<file path="src/rtl/imem_fetch_queue.sv">
// Instruction fetch sequencer plus DEPTH-entry {pc, instr} prefetch FIFO.
// Optional out-of-range fetch blocking is enabled by defining IMEM_FETCH_BOUNDS_CHECK_EN.
module imem_fetch_queue #(
  parameter int          DEPTH      = 4,
  parameter logic [31:0] RESET_PC   = 32'h0000_0000,
  parameter int          IMEM_WORDS = 4096
) (
  input  logic                       clk,
  input  logic                       reset,
  input  logic                       fetch_en,
  output logic [31:0]                iaddr,
  input  logic [31:0]                idata,
  input  logic                       redirect_valid,
  input  logic [31:0]                redirect_pc,
  output logic                       out_valid,
  output logic [31:0]                out_pc,
  output logic [31:0]                out_instr,
  input  logic                       out_ready,
  output logic [$clog2(DEPTH):0]     count,
  output logic                       fetch_fault
);

  localparam int PW = $clog2(DEPTH);
  localparam int CW = PW + 1;
  localparam logic [CW-1:0] FULL = CW'(DEPTH);

  logic [31:0]   fetch_pc;
  logic [PW-1:0] wr_ptr;
  logic [PW-1:0] rd_ptr;
  logic [31:0]   pc_q    [DEPTH];
  logic [31:0]   instr_q [DEPTH];
  logic          push;
  logic          pop;
  logic          blocked;

  // Output handshake: the head entry transfers on any edge where out_valid and
  // out_ready are both high; out_valid never depends on out_ready, and out_* hold
  // while out_valid is high and out_ready is low.
  assign out_valid = (count != '0);
  assign out_pc    = pc_q[rd_ptr];
  assign out_instr = instr_q[rd_ptr];
  assign iaddr     = fetch_pc;

  assign pop  = out_valid & out_ready;
  // A full queue may still accept when the head leaves in the same cycle.
  assign push = fetch_en & ~redirect_valid & ((count != FULL) | pop) & ~blocked;

`ifdef IMEM_FETCH_BOUNDS_CHECK_EN
  localparam logic [29:0] IMEM_LIMIT = 30'(IMEM_WORDS);
  logic oob;
  logic fault_q;

  assign oob         = (fetch_pc[31:2] >= IMEM_LIMIT);
  assign blocked     = oob | fault_q;
  assign fetch_fault = fault_q;

  always_ff @(posedge clk) begin
    if (!reset) begin
      fault_q <= 1'b0;
    end else if (redirect_valid) begin
      fault_q <= 1'b0;
    end else if (fetch_en && oob) begin
      fault_q <= 1'b1;
    end
  end
`else
  assign blocked     = 1'b0;
  assign fetch_fault = 1'b0;
`endif

  always_ff @(posedge clk) begin
    if (!reset) begin
      fetch_pc <= RESET_PC;
      wr_ptr   <= '0;
      rd_ptr   <= '0;
      count    <= '0;
    end else if (redirect_valid) begin
      // A pop coincident with the redirect is dropped along with the old path.
      fetch_pc <= redirect_pc & 32'hFFFF_FFFC;
      wr_ptr   <= '0;
      rd_ptr   <= '0;
      count    <= '0;
    end else begin
      if (push) begin
        wr_ptr   <= wr_ptr + PW'(1);
        fetch_pc <= fetch_pc + 32'd4;
      end
      if (pop) begin
        rd_ptr <= rd_ptr + PW'(1);
      end
      if (push && !pop) begin
        count <= count + CW'(1);
      end else if (pop && !push) begin
        count <= count - CW'(1);
      end
    end
  end

  // Storage needs no reset: entries are only visible once counted.
  always_ff @(posedge clk) begin
    if (push) begin
      pc_q[wr_ptr]    <= fetch_pc;
      instr_q[wr_ptr] <= idata;
    end
  end

endmodule
</file>
<file path="config.mk">
export PLATFORM = sky130hd
export DESIGN_NAME = imem_fetch_queue
export DESIGN_NICKNAME = d
export VERILOG_FILES = /design/src/rtl/imem_fetch_queue.sv
export SDC_FILE = /design/constraint.sdc
export NUM_CORES = 1
export LEC_CHECK = 0
export CORE_MARGIN = 2
export CORE_UTILIZATION = 60
export DETAILED_ROUTE_END_ITERATION = 8
export DONT_BUFFER_PORTS = 1
export MAX_ROUTING_LAYER = met4
export PLACE_DENSITY = 0.76
export SYNTH_ARGS = -nofsm -noshare
export SYNTH_HDL_FRONTEND = slang
export SYNTH_SLANG_ARGS = --single-unit
export TNS_END_PERCENT = 30
</file>
<file path="constraint.sdc">
create_clock -name clk -period 8.8 [get_ports clk]
set_clock_uncertainty 0.2 [all_clocks]
set_input_delay 1.76 -clock clk [delete_from_list [all_inputs] [get_ports clk]]
set_output_delay 1.76 -clock clk [all_outputs]
set_load 0.05 [all_outputs]
</file>
## Word level (Yosys, flattened, before mapping)

Memory sizes are Yosys's and may differ from the RTL's. A register that Yosys moved wholly into a read port is not among the register bits.
Index checks and enable logic that the tools add are counted.

- Word-level logic and storage cells: 37
- Memories kept: 2
- Output and inout bits: 101
- Bits in writable memories: 256
- Bits in registers: 39
- Bits of input ports: 69

Memories:

| name | depth | bits a word | read ports | clocked after Yosys merged registers in | wr ports | line | source |
|---|---|---|---|---|---|---|---|
| instr_q | 4 | 32 | 1 | 1 | 1 | 31 | `logic [31:0] instr_q [DEPTH];` |
| pc_q | 4 | 32 | 1 | 1 | 1 | 30 | `logic [31:0] pc_q [DEPTH];` |

- Reductions and logical operators: 8
- Bitwise gates (word level): 6
- Add/subtract/negate cells: 5
- Equal/unequal tests: 1
- Muxes and demuxes: 10

Operators with widths:

| kind | count |
|---|---|
| 32-bit two-way mux | 2 |
| 32-bit by 3-bit adder with 32-bit output (second input constant) | 1 |
| 2-bit two-way mux | 4 |
| 3-bit two-way mux | 2 |
| 2-bit by 1-bit adder with 2-bit output (second input constant) | 2 |
| 2-bit nonzero test | 2 |
| 3-bit by 1-bit adder with 3-bit output (second input constant) | 1 |
| 1-bit AND | 3 |
| 3-bit inequality test (second input constant) | 1 |
| 3-bit nonzero test | 1 |
| 3-bit by 1-bit subtractor with 3-bit output (second input constant) | 1 |
| 1-bit logical AND | 2 |
| 1-bit logical NOT | 2 |
| 1-bit two-way mux | 2 |
| 1-bit NOT | 2 |
| 2-bit OR reduction | 1 |
| 1-bit OR | 1 |

## Depth between registers and ports, before layout

Gate-level depths: netlist (run 1).

- Depth in word-level cells: 8
- Depth in mapped cells: 11
- Gate-level depth less buffers: 9

## Least setup slack after synthesis (run 1)

No wires, ideal clock.

- Kind: input to register
- Start: input port out_ready
- End: memory instr_q[0][0] (enable)
- Arrival time: 3.889 ns
- Stages on the path: 6
- Required time: 8.173 ns
- Setup slack: 4.284 ns
- Setup time: 0.427 ns
- Path buffers: 2
- Cell sequence: or4b_1 -> buf_4 -> nand2_1 -> buf_4 -> nor2_1 -> and2_1

- Longest elaborated chain between the ends: 5

Ends and longest elaborated chain:

| item | line | source |
|---|---|---|
| from (decl) | 18 | `input logic out_ready,` |
| 1-bit AND | 44 | `assign pop = out_valid & out_ready;` |
| 1-bit OR | 46 | `assign push = fetch_en & ~redirect_valid & ((count != FULL) \| pop) & ~blocked;` |
| 1-bit AND | 46 |  |
| net push | 32 | `logic push;` |
| 1-bit two-way mux | 101 | `if (push) begin` |
| 1-bit two-way mux (not written as such) | 103 | `instr_q[wr_ptr] <= idata;` |
| to (decl) | 31 |  |

The timed path passes the listed nets, and every way through them passes these cells.

==> impl_summary.md, run 1 <==
Outcome
The run finished with clean final reports.

Routing
The remaining design rule violation count is 0. The post-detailed-route wirelength per cell is 24.9 microns. The via-per-instance ratio is 6.51. In this run, the number of DRC markers left after iteration 0 of detailed routing was 482. The routed layout has 5635 vias. The count of nets left with antenna violations once routing finished came out at 0. The detailed-route wire length is 21500 microns. The first TritonRoute pass finished after 5 iterations.

Global route
The number of global-route vias before repair is 5875. The initial antenna violation count came to 3. The first global-routing pass estimated 33200 microns of wire. Summed over all layers, the global routing overflow is 0. Global routing consumed, over all layers together, 22.5% of the routing resources. Entering global routing, the biggest net connects 63 pins.

Timing
The worst pin sits at a relative slew slack of 32.0%. The final sum of negative setup slack is 0 ns. Setup repair after global routing left no endpoint under its margin.

The number of max-slew violations in the final report is 0. For this run, the top clock speed supported by timing is 211 MHz. The hold violation count in the final report is 0. The fraction of the cycle the final worst path needs is 53.8%. Hold is met by 0.314 ns.

Setup violations remaining at the end of the flow were counted as 0. The minimum clock period is 4.74 ns. The actual transition at the worst max-transition pin is 1.02 ns.

Synthesis
The post-synthesis sequential element count is 287. The sequential cell area fraction in the yosys report is 73.3%. The number of library cell types mapped by synthesis is 51.

Summing the areas of all compound-gate instances in the mapped netlist gives 4.25% of the synthesized area. The area fraction in and, or, nand and nor cells after synthesis is 6.32%. The fraction of synthesized cell area in xor and xnor cells is 1.01%. The most instantiated library cell after synthesis is sky130_fd_sc_hd__edfxtp_1. The proportion of netlist area held by the largest area contributor is 66.3%.

For this run, the number of Yosys warnings is 0. The number of flops mapped to enable cells by yosys is 248. The mean instance size in the synthesized netlist is 18.5 sq um. The commonest cells after synthesis are sky130_fd_sc_hd__edfxtp_1, sky130_fd_sc_hd__mux4_2, sky130_fd_sc_hd__dfxtp_1. The commonest register cell after synthesis is sky130_fd_sc_hd__edfxtp_1. The cell area that synthesis handed to floorplanning was 11200 sq um. The fraction of synthesis flops using an asynchronous set or reset pin is 0%. Of the total synthesized cell area, the portion taken by full adders, half adders and majority gates is 0.847%.

The portion of synthesized area spent on multiplexers is 12.5%. By area, the combinational part of the netlist is dominated by multiplexers. The cell taking the most area after synthesis is sky130_fd_sc_hd__edfxtp_1. The cell count after synthesis is 607. Ranked by total cell area, the synthesized netlist is headed by sky130_fd_sc_hd__edfxtp_1, sky130_fd_sc_hd__mux4_2, sky130_fd_sc_hd__dfxtp_1, sky130_fd_sc_hd__o21ai_0, sky130_fd_sc_hd__a31oi_1.

Floorplan
Once the floorplan was initialized, standard cells occupied 60.6% of the core. The die is 141 microns wide. The I/O pin total is 170. The floorplan has 50 rows. The area of the die is 19800 sq um.

Measured along the y axis, the die boundary spans 141 microns. The area inside the core boundary is 18500 sq um.

Worst setup path
For this run, the slowest stage of the critical path takes 0.78 ns. The worst setup path is of the reg2out kind. Traced cell by cell, the critical path runs through buf_4 -> mux4_2. STA classifies the critical path startpoint as a flop. Data on the critical path is required at its endpoint by 6.84 ns. The data arrival time of the worst path is 2.78 ns. The cell with the largest stage delay on the worst path is sky130_fd_sc_hd__mux4_2. STA classifies the critical path endpoint as an output port.

The highest fanout seen on the critical path is 41.

Clock tree
The number of buffers inserted by hold repair at cts is 0. The clock tree from TritonCTS is built. The H-tree depth reported by CTS is 1. The clock input transition at the sequential cells of the worst setup and hold paths is 0.06 ns. At the later pin of the worst-skew pair, clock insertion delay measures 0.53 ns. CTS saw 287 sinks.

The number of buffers between clock root and the deepest sink is 3. The post-cts gate resize count is 0. The number of setup buffers added after CTS is 0. In this run, CTS created clock tree buffers numbering 27. In this run the clock root is driven by a sky130_fd_sc_hd__clkbuf_16.

Placed design
The total half-perimeter wirelength after legalization and detailed placement is 12800 microns. At the end of routability-driven placement, the weighted congestion stood at 0.869. Buffers placed on the I/O ports in this run total 0.

Hold path
The worst hold path belongs to the class reg2reg.

Power and ir drop
Summed over all cells, the static leakage comes to 3.82 nW. For this design the ratio of total power to cell area is 239 nW/um^2. The peak supply drop is 0.000209 V.

Job
The max capacitance violation total is 0.

Layout
The count of fill cells added during filler insertion is 1241. The area used by sequential logic in the layout is 8240 sq um. The multi-input combinational cells in the finished layout cover a total of 2830 sq um.

Cells with a size suffix above 1 make up 18.6% of the layout. The number of nets in the final layout is 684. Relative to the synthesized area, the layout overhead comes to 9.69%. The post-route core utilization is 66.5%.
[cell families (layout without fill, tap and decap cells)]
family	count (synthesis)	after routing
mux	63	63
simple gates	117	117
compound gates	78	78
other cells	1	8
buf+inv	41	58
xor+xnor	13	13
flops	287	287
fa+ha+maj	7	7
[routing by layer]
| layer | track usage (%) | share of wire, % | vias up |
|---|---|---|---|
| met1 | 28.2 | 39 | 2859 |
| li1 | - | - | 2486 |
| met2 | 35.3 | 48 | 256 |
| met4 | 6.00 | 1.9 | 0 |
| met5 | - | 0 | - |
| met3 | 8.15 | 11 | 34 |
[through the flow]
step | cell area, sq um | setup slack (ns) | cells | total power [mW]
2_1_floorplan | 11200 | 4.28 | 611 | 1.77
6_report | 12300 | 4.06 | 865 | 2.94
3_3_place_gp | 11400 | 4.51 | 813 | 1.79
4_1_cts | 12300 | 3.96 | 862 | 2.96
3_5_place_dp | 11400 | 4.44 | 813 | 1.80
5_1_grt | 12300 | 3.84 | 865 | 3.03
[path summary, 6_finish.rpt]
check	start	end	slack (ns)	depth (start not counted)
worst max-delay path	flop	out_instr[29]	4.06	2
worst min-delay path	wr_ptr[1]	wr_ptr[1]	0.31	2
worst max register to register	count[0]	count[2]	5.27	9
worst min register to register	wr_ptr[1]	wr_ptr[1]	0.31	2
[worst max-delay path: cells and delay by family (launching register included)]
kind / cells / cell delay [ns]
flip-flops: 1 / 0.63
buffers and inverters: 1 / 0.75
multiplexers: 1 / 0.78
[registers in the layout, indices dropped and copies added, names as in the netlist, named ones only]
signal and count:
count 3, iaddr 30, instr_q 128, rd_ptr 2, wr_ptr 2, pc_q 120
[cell usage in the layout, fill, tap and decap left out, drive strengths merged, types with 13 or more instances in the layout]
cell type and n:
clkbuf 34, dfxtp 39, edfxtp 248, nor2 16, a31oi 15, mux4 62
nand4 13, nand2 19, nand3 13, o21ai 33
[final cells by class]
class / count / area share (%)
Antenna cell: 3 / 0.0609
Timing Repair Buffer: 2 / 0.122
Tap cell: 234 / 2.38
Clock inverter: 15 / 1.37
Multi-Input combinational cell: 283 / 23.0
Inverter: 7 / 0.213
Sequential cell: 287 / 66.9
Clock buffer: 34 / 6.02
[power by group]
group / internal, mW / total (mW) / switching, mW
Sequential: 1.52 / 1.59 / 0.0763
Combinational: 0.0453 / 0.174 / 0.129
Clock: 0.709 / 1.17 / 0.463
(Power assumes the default switching activity.)
==> run 2, diff against run 1 <==
==> constraint.sdc (replaced) <==
create_clock -name clk -period 4.8 [get_ports clk]
set_clock_uncertainty 0.2 [all_clocks]
set_input_delay 0.96 -clock clk [delete_from_list [all_inputs] [get_ports clk]]
set_output_delay 0.96 -clock clk [all_outputs]
set_load 0.05 [all_outputs]
==> run 2 against run 1 <==
  * Total power up 81%
  * Critical path depth unchanged
  * Sequential cell count unchanged
  * Critical path type unchanged
  * Largest power group unchanged
==> impl_summary.md, run 2 (synthesized netlist as in run 1, its figures left out) <==
Worst setup path
The logic depth of the worst register-to-register path is 9. The highest fanout seen on the critical path is 33. STA classifies the critical path endpoint as an output port. The startpoint kind of the worst setup timing path is a flop. The end of the worst register-to-register path is count[2]. The startpoint of the worst register-to-register path is count[0]. The register-to-register path setup slack is 1.24 ns. The termination of the worst setup path is out_instr[30].

Data arrives at the worst endpoint at 2.45 ns. Data on the critical path is required at its endpoint by 3.64 ns. The type of the worst setup path is reg2out.

Layout
The library cells used most frequently in the layout, excluding fill and tap cells, are sky130_fd_sc_hd__edfxtp_1, sky130_fd_sc_hd__mux4_2, sky130_fd_sc_hd__dfxtp_1. The commonest non-fill, non-tap cell in the layout is sky130_fd_sc_hd__edfxtp_1. At the end of the flow the core is filled with cells to 66.5%. The finished layout holds 869 standard cells, fillers aside. The final layout contains 686 nets. The post-synthesis to final-layout area growth is 9.64%. The proportion of layout cells with a drive suffix above 1 is 18.7%. More flip-flops sit in one register than any other, and that register is instr_q. The register with the most flip-flops in the layout has 128 of them.

The final design instance area without fill is 12300 sq um.

Power and ir drop
The switching power total is 1.24 mW. The share of power burned in combinational logic is 6.0%. In this run the power density over the cells is 431 nW/um^2. The leakage power summed over all cells is 3.81 nW. The power share of the sequential group is 55.0%. The net switching share of the total power is 23.3%. The clock network accounts for 39.0% of the total power. VDD sags by at most 0.000320 V. The cell internal power dissipation is 4.07 mW.

Timing
The actual transition at the worst max-transition pin is 1.15 ns. After layout, the minimum clock period comes to 3.61 ns. Setup repair after global routing left no endpoint under its margin. The hold violation count in the final report is 0.

The number of max-slew violations in the final report is 0. The relative slew slack is 23.4%. The final sum of negative setup slack is 0 ns. The fraction of the cycle the final worst path needs is 75.2%.

Setup violations remaining at the end of the flow were counted as 0. The highest clock rate is 277 MHz.

Global route
The final global-route overflow total is 0. The overall track demand over capacity in global routing is 22.4%. The first global-routing pass estimated 33000 microns of wire. The number of global-route vias before repair was 5747. Global routing consumed, on the met1 layer, 28.7% of the routing resources. For met3 alone, demand over resource in global routing was 7.71%. The busiest layer in global routing is met2. The pin count of the biggest net entering global routing is 63.

The initial antenna violation count is 3. Global routing used 35.3% of the available met2 tracks.

Routing
For this block, the via count after detailed routing is 5598. The first TritonRoute pass finished after 4 iterations. The detailed router's first-iteration violation count is 505.

Dividing the detail-routed wire length by the instance count gives 24.7 microns. The post-detailed-route count of antenna-violating nets is 0. After detailed routing, the number of remaining DRC violations is 0. After detailed routing, the number of vias per cell comes to 6.44. Wires add up to 21500 microns.

Clock tree
The worst-skew pair later-pin latency is 0.53 ns. Clock-pin slew was measured on the worst setup and hold paths at 0.06 ns. TritonCTS built the clock tree. The post-cts gate resize count is 0.

The cell at the root of the clock tree is sky130_fd_sc_hd__clkbuf_16. The number of clock buffers added by TritonCTS is 29. The buffer count from post-CTS setup fixing is 0. The number of hold buffers added after CTS was 0. The number of buffers between clock root and the deepest sink is 3. The tree built by TritonCTS fans out to 287 sinks. The H-tree depth reported by CTS is 1.

Placed design
The number of placed instances with taps included is 813. The weighted congestion at the end of routability-driven global placement is 0.891. After detailed placement, the total cell area comes to 11400 sq um.

After legalization and detailed placement, the total HPWL measured 12900 microns. Buffers placed on the I/O ports in this run total 0.

Floorplan
In this run the standard cell core region covers 18500 sq um. In this run the core area contains 50 standard-cell rows. The die boundary height is 141 microns.

The area of the die is 19800 sq um. The overall die width is 141 microns. The I/O pin total is 170. For this configuration, the core starts out at a cell density of 60.6%.

Job
Across the run, the number of max-cap violations was 0.

Outcome
The flow ran to the end, and the final reports show no timing, DRC or antenna violations.

Hold path
The worst hold-check path type is reg2reg.
run 2: routing by layer:
layer	up-vias	part of all wire, %
met4	0	1.5
met1	2836	39
li1	2499	-
met5	-	0
met3	30	11
met2	233	48
run 2: cell type report:
type                    instances  area [sq um]
repair buffers                  2          27.5
flip-flops and latches        287          8240
diodes                          4          10.0
well taps                     234           293
clock inverters                 8          45.0
inverters                       7          26.3
multi-input cells             283          2830
clock buffers                  44           845
fillers                      1264          6210
run 2: worst min-delay path by stage:
stage | slack [ns] | to | cells after the start | startpoint
after detailed placement | 0.31 | wr_ptr[1] | 2 | wr_ptr[1]
after floorplan | 0.27 | wr_ptr[1] | 2 | wr_ptr[1]
after global routing | 0.30 | instr_q[2][26] | 0 | idata[26]
after CTS | 0.31 | instr_q[3][10] | 0 | idata[10]
after global placement | 0.28 | wr_ptr[1] | 2 | wr_ptr[1]
final | 0.32 | wr_ptr[1] | 2 | wr_ptr[1]
run 2: power groups by stage:
stage	clock network, mW	logic (mW)	registers, mW
floorplan	0	0.297	2.94
global placement	0	0.313	2.97
detailed placement	0	0.319	2.98
CTS	2.10	0.320	2.92
global route	2.21	0.334	2.93
finish	2.07	0.318	2.92
run 2: critical path, cell delays in order (launching register included):
cell and delay, ns:
sky130_fd_sc_hd__dfxtp_4 0.82, sky130_fd_sc_hd__buf_12 0.33, sky130_fd_sc_hd__mux4_2 0.72
run 2: stage by stage:
| step | setup WS (ns) | hold WS, ns | power [mW] |
|---|---|---|---|
| 6_report | 1.19 | 0.321 | 5.31 |
| 2_1_floorplan | 1.08 | 0.269 | 3.24 |
| 5_1_grt | 1.01 | 0.298 | 5.48 |
| 3_5_place_dp | 1.21 | 0.312 | 3.29 |
| 4_1_cts | 1.11 | 0.306 | 5.34 |
| 3_3_place_gp | 1.34 | 0.281 | 3.28 |
==> run 3, diff against run 2 <==
--- a/config.mk
+++ b/config.mk
@@ -6,11 +6,11 @@
 export NUM_CORES = 1
 export LEC_CHECK = 0
 export CORE_MARGIN = 2
-export CORE_UTILIZATION = 60
+export CORE_UTILIZATION = 57
 export DETAILED_ROUTE_END_ITERATION = 8
 export DONT_BUFFER_PORTS = 1
 export MAX_ROUTING_LAYER = met4
-export PLACE_DENSITY = 0.76
+export PLACE_DENSITY = 0.75
 export SYNTH_ARGS = -nofsm -noshare
 export SYNTH_HDL_FRONTEND = slang
 export SYNTH_SLANG_ARGS = --single-unit
==> constraint.sdc (replaced) <==
create_clock -name clk -period 3.15 [get_ports clk]
set_clock_uncertainty 0.2 [all_clocks]
set_input_delay 0.63 -clock clk [delete_from_list [all_inputs] [get_ports clk]]
set_output_delay 0.63 -clock clk [all_outputs]
set_load 0.05 [all_outputs]
==> run 3 against run 2 <==
  * Sequential cell count stayed put
  * Combinational power is 130% higher
  * Wire length is 8.9% higher
  * Final cell count is 11% higher
  * Sequential power is 47% higher
  * Via count is 7.4% higher
  * Global-route usage is 0.86 points higher
  * Die area is 5.1% higher
  * Register-to-register slack worse by 0.89 ns
  * Non-clock buffer count is 69 higher
  * Highest routed layer unchanged
==> impl_summary.md, run 3 (synthesized netlist as in run 1, its figures left out) <==
Floorplan
After floorplanning, the core was sized to cover 19400 sq um. The floorplan step set the die width to 144 microns. The site row count is 51. Measured along the y axis, the die boundary spans 144 microns.

The area of the die is 20800 sq um. For this configuration, the core starts out at a cell density of 57.9%. The I/O pin total is 170.

Layout
The final design instance area without fill is 13100 sq um. The register with the most flip-flops in the layout has 128 of them. Counting flops per register, the top entry is instr_q. After filler insertion, the fill cell instance count of the layout stands at 1291. In the layout the commonest cells are sky130_fd_sc_hd__edfxtp_1, sky130_fd_sc_hd__mux4_2, sky130_fd_sc_hd__dfxtp_1. The commonest non-fill, non-tap cell in the layout is sky130_fd_sc_hd__edfxtp_1. The proportion of layout cells with a drive suffix above 1 is 23.4%. The area growth from synthesis to layout is 16.6%. The number of nets in the final layout is 755.

The post-layout instance count excluding filler cells is 967.

Timing
Subtracting the final worst setup slack from the clock period gives 2.91 ns. The relative slew slack is 35.2%. The final sum of negative setup slack is 0 ns. The highest clock rate is 343 MHz. The tightest hold path in the finished design has a slack of 0.0450 ns. The hold violation count in the final report is 0.

Setup repair after global routing left no endpoint under its margin. Setup violations remaining at the end of the flow were counted as 0. The fraction of the cycle the final worst path needs is 92.5%. The number of max-slew violations in the final report came to 0.

The actual transition at the worst max-transition pin is 0.972 ns.

Routing
For this block, the routed nets add up to 23400 microns of wire. The detail route stage leaves a number of antenna-violating nets equal to 0. The number of optimization iterations in the first detailed-route pass is 7.

The remaining design rule violation count is 0. The detailed router's first-iteration violation count is 566. The detailed router placed 6012 vias in this run. Dividing the detail-routed wire length by the instance count gives 24.2 microns.

The via-per-instance ratio is 6.22.

Clock tree
The cell at the root of the clock tree is sky130_fd_sc_hd__clkbuf_16. The clock input transition at the sequential cells of the worst setup and hold paths is 0.06 ns. Counting the buffers created by CTS gives 29. The number of buffers inserted by hold repair at cts is 32. For this design, the sink count on the clock tree is 287. The worst-skew pair later-pin latency is 0.53 ns. After clock tree synthesis, the setup repair step added 0 buffers.

The number of buffers between clock root and the deepest sink is 3. The post-cts gate resize count is 0. TritonCTS built the clock tree.

The H-tree depth reported by CTS is 1.

Worst setup path
For the worst setup path, the data arrival time is 2.08 ns. The startpoint kind of the worst setup timing path is a flop. The critical path in this run is classified as reg2out. In this run the critical register-to-register path is launched from count[0]. The worst setup path is captured at an output port.

In this run the worst path has a maximum fanout of 28. The critical path data required time is 2.32 ns.

Power and ir drop
The switching power total is 2.00 mW. For this design the static power due to leakage is 4.21 nW. VDD sags by at most 0.000369 V. In this run, the combinational gates consume 8.5% of the power.

The power share of the sequential group is 49.8%. The power density over the cells is 659 nW/um^2. The net switching share of the total power is 23.2%.

The part of the total power dissipated in the clock network is 41.7%. The cell internal power dissipation is 6.63 mW.

Global route
The overall track demand over capacity in global routing is 23.2%. Global routing finished with a remaining overflow of 0. The first global-routing pass estimated 35300 microns of wire. The number of global-route vias before repair is 6231.

The initial antenna violation count is 1. Entering global routing, the biggest net connects 63 pins.

Placed design
The HPWL after detailed placement is 14100 microns. The number of buffers added on ports is 0. The weighted congestion at the end of routability-driven global placement is 0.861.

The standard cell area after detailed placement is 11700 sq um. The number of placed instances with taps included is 880.

Hold path
In this run the worst hold path is classified as in2reg. The worst min-delay path startpoint is reset.

Outcome
The flow ran to the end, and the final reports show no timing, DRC or antenna violations.

Job
The max capacitance violation total is 0.
-- run 3: cell types whose count changed in the layout (fill, tap and decap cells not counted), moves of 2 or more --
cell / previous run / this run
sky130_fd_sc_hd__clkbuf_1: 11 / 1
sky130_fd_sc_hd__buf_4: 1 / 36
sky130_fd_sc_hd__bufinv_16: 0 / 5
sky130_fd_sc_hd__clkbuf_8: 2 / 5
sky130_fd_sc_hd__dlygate4sd3_1: 0 / 33
sky130_fd_sc_hd__diode_2: 4 / 1
sky130_fd_sc_hd__clkinv_2: 4 / 6
sky130_fd_sc_hd__clkbuf_16: 31 / 29
-- run 3: area by class of cell --
cell class	instances	area [sq um]	area share, %
Clock inverter	18	225	1.72
Tap cell	265	332	2.53
Antenna cell	1	2.50	0.0191
Timing Repair Buffer	71	641	4.89
Clock buffer	35	798	6.10
Sequential cell	287	8240	62.9
Multi-Input combinational cell	283	2830	21.6
Inverter	7	26.3	0.201
-- run 3: power by group through the flow --
stage	clock network, mW	registers, mW	logic [mW]
2_1_floorplan	0	4.48	0.453
3_3_place_gp	0	4.37	0.674
3_5_place_dp	0	4.38	0.688
4_1_cts	3.66	4.30	0.738
5_1_grt	3.82	4.31	0.774
6_report	3.60	4.30	0.735
-- run 3: worst paths after layout --
kind	endpoint	slack, ns	depth (start not counted)
worst max-delay path	out_pc[12]	0.24	2
worst min-delay path	iaddr[23]	0.04	2
worst max register to register	count[2]	0.35	9
worst min register to register	wr_ptr[1]	0.30	2
-- run 3: critical path, stage by stage (launching register included) --
cell	delay, ns
sky130_fd_sc_hd__dfxtp_4	0.66
sky130_fd_sc_hd__buf_4	0.35
sky130_fd_sc_hd__mux4_2	0.52
-- run 3: per-stage QoR --
step	util, %	setup slack, ns	power, mW
6_report	67.5	0.237	8.63
5_1_grt	67.5	0.178	8.91
4_1_cts	67.4	0.212	8.70
3_5_place_dp	60.5	0.362	5.07
3_3_place_gp	60.5	0.400	5.05
2_1_floorplan	-	-0.456	4.93
-- run 3: layer usage --
metal	wire length (microns)	GRT usage, %	vias to the layer above	share of wire (%)
met3	2210	6.06	31	9.5
li1	-	-	2633	-
met5	0	-	-	0
met2	11500	37.3	271	49
met1	9310	30.5	3077	40
met4	363	5.06	0	1.6
